`src/rtl/regfile_wr_arbiter.sv`:
```
// Round-robin arbiter sharing one register file write port between NUM_REQ writeback sources.
// Optional statistics counters are enabled by defining REGFILE_WR_ARB_STATS_EN.
module regfile_wr_arbiter #(
    parameter int NUM_REQ   = 2,
    parameter int ADDR_BITS = 5,
    parameter int DATA_BITS = 32,
    localparam int IDX_W    = $clog2(NUM_REQ)
) (
    input  logic                          i_clk,
    input  logic                          i_reset,
    input  logic [NUM_REQ-1:0]            i_req_valid,
    input  logic [NUM_REQ*ADDR_BITS-1:0]  i_req_addr,
    input  logic [NUM_REQ*DATA_BITS-1:0]  i_req_data,
    output logic [NUM_REQ-1:0]            o_req_ready,
    input  logic                          i_wr_stall,
    output logic [ADDR_BITS-1:0]          o_wr_addr,
    output logic                          o_wr_enable,
    output logic [DATA_BITS-1:0]          o_wr_data,
    output logic [IDX_W-1:0]              o_grant_idx
`ifdef REGFILE_WR_ARB_STATS_EN
    ,
    output logic [15:0]                   o_conflict_count,
    output logic [15:0]                   o_stall_count
`endif
);

    logic [IDX_W-1:0]     r_rr_ptr;
    logic [ADDR_BITS-1:0] r_wr_addr;
    logic [DATA_BITS-1:0] r_wr_data;
    logic                 r_wr_enable;
    logic [IDX_W-1:0]     r_grant_idx;

    logic                 w_found;
    logic [IDX_W-1:0]     w_gnt_idx;
    logic [IDX_W-1:0]     w_idx;
    logic [IDX_W-1:0]     w_next_ptr;
    logic [NUM_REQ-1:0]   w_ready;

    // Search starts at rr_ptr and wraps; the first valid requester wins unless stalled or in reset.
    always_comb begin
        w_found   = 1'b0;
        w_gnt_idx = '0;
        w_idx     = '0;
        w_ready   = '0;
        if (!i_reset && !i_wr_stall) begin
            for (int k = 0; k < NUM_REQ; k++) begin
                w_idx = IDX_W'((int'(r_rr_ptr) + k) % NUM_REQ);
                if (!w_found && i_req_valid[w_idx]) begin
                    w_found   = 1'b1;
                    w_gnt_idx = w_idx;
                end
            end
        end
        if (w_found) begin
            w_ready[w_gnt_idx] = 1'b1;
        end
    end

    assign w_next_ptr = (w_gnt_idx == IDX_W'(NUM_REQ - 1)) ? '0 : w_gnt_idx + IDX_W'(1);

    always_ff @(posedge i_clk) begin
        if (i_reset) begin
            r_rr_ptr    <= '0;
            r_wr_enable <= 1'b0;
            r_wr_addr   <= '0;
            r_wr_data   <= '0;
            r_grant_idx <= '0;
        end else begin
            r_wr_enable <= w_found;
            if (w_found) begin
                r_rr_ptr    <= w_next_ptr;
                r_wr_addr   <= i_req_addr[w_gnt_idx*ADDR_BITS +: ADDR_BITS];
                r_wr_data   <= i_req_data[w_gnt_idx*DATA_BITS +: DATA_BITS];
                r_grant_idx <= w_gnt_idx;
            end
        end
    end

    assign o_req_ready = w_ready;
    assign o_wr_enable = r_wr_enable;
    assign o_wr_addr   = r_wr_addr;
    assign o_wr_data   = r_wr_data;
    assign o_grant_idx = r_grant_idx;

`ifdef REGFILE_WR_ARB_STATS_EN
    logic [15:0] r_conflict_count;
    logic [15:0] r_stall_count;
    logic        w_multi_valid;
    int          w_valid_cnt;

    always_comb begin
        w_valid_cnt = 0;
        for (int k = 0; k < NUM_REQ; k++) begin
            w_valid_cnt = w_valid_cnt + int'(i_req_valid[k]);
        end
        w_multi_valid = (w_valid_cnt >= 2);
    end

    // Both counters saturate rather than wrap.
    always_ff @(posedge i_clk) begin
        if (i_reset) begin
            r_conflict_count <= '0;
            r_stall_count    <= '0;
        end else begin
            if (w_multi_valid && r_conflict_count != 16'hFFFF) begin
                r_conflict_count <= r_conflict_count + 16'd1;
            end
            if (i_wr_stall && (|i_req_valid) && r_stall_count != 16'hFFFF) begin
                r_stall_count <= r_stall_count + 16'd1;
            end
        end
    end

    assign o_conflict_count = r_conflict_count;
    assign o_stall_count    = r_stall_count;
`endif

endmodule

```
`config.mk`:
```
export PLATFORM = sky130hd
export DESIGN_NAME = regfile_wr_arbiter
export DESIGN_NICKNAME = d
export VERILOG_FILES = /design/src/rtl/regfile_wr_arbiter.sv
export SDC_FILE = /design/constraint.sdc
export NUM_CORES = 1
export LEC_CHECK = 0
export CAP_MARGIN = 20
export CORE_MARGIN = 2
export CORE_UTILIZATION = 42
export CTS_CLUSTER_SIZE = 20
export DETAILED_ROUTE_END_ITERATION = 10
export PLACE_DENSITY = 0.86
export SLEW_MARGIN = 20
export SYNTH_ARGS = -nofsm -noshare
export SYNTH_HDL_FRONTEND = slang
export SYNTH_SLANG_ARGS = --single-unit
```
`constraint.sdc`:
```
create_clock -name i_clk -period 2.2 [get_ports i_clk]
set_input_delay 0.22 -clock i_clk [delete_from_list [all_inputs] [get_ports i_clk]]
set_output_delay 0.22 -clock i_clk [all_outputs]
set_load 0.02 [all_outputs]
```
==> results.md, run 1 <==
- Die Width: 75.8 um
- Setup TNS: 0 ps
- IO Pins: 120
- Leak Pwr: 1.20 nW
- Worst slew margin: 62.5%
- Cts repair resizes: 0
- Synth Net Count: 352
- Area Overhead vs Synth: 56.6%
- Pins Over Slew Limit: 0
- Vias/cell: 5.53
- Drt first pass iters: 4
- WL met3: 421 um
- Commonest non-fill, non-tap cell in the layout: clkdlybuf4s50_1
- Hold_buf cts: 0
- CP Launch Point: i_req_valid[0]
- Synth Cell Area: about 2200 um^2
- Starting Density: 42.9%
- WP data arrival: 1800 ps
- Clock Skew: 1.28 ps
- Share of cells above drive strength 1: under 10%
- Period minus WS final: 2020 ps
- H-tree depth: 2
- DRC: 0
- Worst IR Drop VDD: 0.309 mV
- # diodes: 0
- Mapped Cells: about 270
- Library cells used by synthesis: 24
- Maximum clock rate: 495 MHz
- TritonCTS Buffers: 5
- Row cnt: 26
- Crit path capture type: output pin
- Setup-failing EPs final: 0
- CTS tree: built
- Yosys warning count: 0
- Fin crit share: 91.8%
- Total GRT Usage: roughly 24%
- Max Cap Viol: 0
- Detailed Route WL: about 6900 um
- Port buffer count: ~120
- Total power: 0.00199 W
- Mean Syn Cell Area: 7.92 um^2
- Worst hold-check path type: in2reg
- FF-to-FF Start: r_rr_ptr
- Commonest non-fill, non-tap cells in the layout: clkdlybuf4s50_1, dfxtp_1, o21ai_0, nand3_1
- Unrepaired setup endpoints after global routing: false
- Clock latency on the worst-skew pair: 290 ps
- WL per Instance: ~15 um
- Cell Area, Placed: roughly 3300 um^2
- Largest net degree at the start of global routing: 41
- Uppermost layer routed: met4
- Pwr/cell area: 589 nW/um^2
- Post-CTS setup buffers: 0
- Place WS: 182 ps
- Full die area: 5740 um^2
- Antenna viol nets, final: 0
- WP data required: 1980 ps
- WL met2: approximately 3400 um
- Routed vias: 2,465
- Initial antenna violation count: 0
- CP Class: in2out
- Starting DRC count in detailed routing: 155
- Register bit total from synthesis: 40
- Hold Crit Start: i_reset
- Clk sinks: 40
- Critical path fanouts, max: 5
- Slew @ Worst Pin: 562 ps
- CORE AREA: 5040 um^2
- CP Launch Type: input pin
- Post-DP HPWL: 4350 um
- Clk root buf: clkbuf_8
- First-pass GRT wire length: 10,700 um
- Final Hold Fails: 0
- Gpl congestion: 0.831
- Worst setup slack after layout: 182 ps
- M1 wire length: around 2800 um
- Die Span Y: 75.8 um
- Remaining Overflow, GRT: 0
- Nets@finish: roughly 450
- Finished Cell Area: 3390 um^2
- Max clock buf depth: 2
- CTS clk-pin slew, worst paths: 70 ps
- Post-synthesis sequential area ratio: 37.0%
- Vias in the first global route: 2,409
- Outcome: finished, final reports clean
[final cells by class]
class / instances / area, um^2
well taps: 70 / 87.6
repair buffers: 127 / 1260
flip-flops and latches: 40 / 801
inverters: 2 / 7.51
fillers: 432 / 1660
clock buffers: 8 / 90.1
multi-input cells: 199 / 1140
[cell families after synthesis]
logic type,Yosys count,synth area share (%)
DFF,40,37.0
and+or+nand+nor,83,22.5
AOI/OAI and AO/OA,116,30.3
buffers and inverters,34,10.2
[Yosys cell counts, drive strengths merged]
cell / instances / area [um^2]
a211oi: 1 / 7.51
a21oi: 39 / 218
a311oi: 1 / 8.76
a31oi: 37 / 231
and2b: 1 / 7.51
buf: 21 / 170
clkbuf: 11 / 42.5
dfxtp: 40 / 801
inv: 2 / 7.50
nand2b: 1 / 6.26
nand3: 38 / 190
nor2: 3 / 30.0
nor2b: 37 / 231
nor3: 1 / 5.00
o21ai: 38 / 190
or2: 2 / 15.0
[registers in the layout (all words and copies together) (netlist names)]
signal,cells
r_rr_ptr,1
o_grant_idx,1
o_wr_data,32
o_wr_addr,5
o_wr_enable,1
[metal layers]
metal | track usage (%) | vias up
li1 | - | 1192
met1 | 27.3 | 1150
met2 | 40.7 | 105
met3 | 6.75 | 18
met4 | 14.6 | 0
met5 | 0 | -
[critical path, stage by stage]
cell and delay (ps):
clkdlybuf4s50_1 540, nand2b_1 110, a211oi_1 260, clkdlybuf4s50_1 670
[report_power, final]
part	switching, W	internal [W]
Combinational	0.000311	0.000343
Clock	0.000254	0.000256
Sequential	0.0000315	0.000797
[path summary, 6_finish.rpt]
path | slack [ps] | endpoint | cells after the start
worst max-delay path | 180 | o_req_ready[0] | 4
worst min register to register | 500 | r_rr_ptr | 1
worst max register to register | 870 | o_wr_data[24] | 4
worst min-delay path | 410 | o_grant_idx | 4
[through the flow]
| step | instances | util, % | hold slack, ps |
|---|---|---|---|
| after CTS | 446 | 67.1 | 399 |
| after detailed placement | 438 | 65.4 | 478 |
| final | 446 | 67.1 | 406 |
| after floorplan | 273 | - | 393 |
| after global routing | 446 | 67.1 | 407 |
| after global placement | 438 | 65.4 | 479 |
No activity file was read; power rests on OpenSTA's default activity.
==> run 2: changes to the inputs <==
--- a/config.mk
+++ b/config.mk
@@ -11,6 +11,7 @@
 export CTS_CLUSTER_SIZE = 20
 export DETAILED_ROUTE_END_ITERATION = 10
 export PLACE_DENSITY = 0.86
+export SKIP_LAST_GASP = 1
 export SLEW_MARGIN = 20
 export SYNTH_ARGS = -nofsm -noshare
 export SYNTH_HDL_FRONTEND = slang
==> results of run 2 <==
Same layout as run 1: the final DEF is identical, and so are final timing and power.
==> run 3: changes to the inputs <==
--- a/config.mk
+++ b/config.mk
@@ -8,8 +8,10 @@
 export CAP_MARGIN = 20
 export CORE_MARGIN = 2
 export CORE_UTILIZATION = 42
+export CTS_CLUSTER_DIAMETER = 40
 export CTS_CLUSTER_SIZE = 20
 export DETAILED_ROUTE_END_ITERATION = 10
+export GPL_ROUTABILITY_DRIVEN = 0
 export PLACE_DENSITY = 0.86
 export SKIP_LAST_GASP = 1
 export SLEW_MARGIN = 20
==> results of run 3 <==
Same layout as run 1: the final DEF is identical, and so are final timing and power.
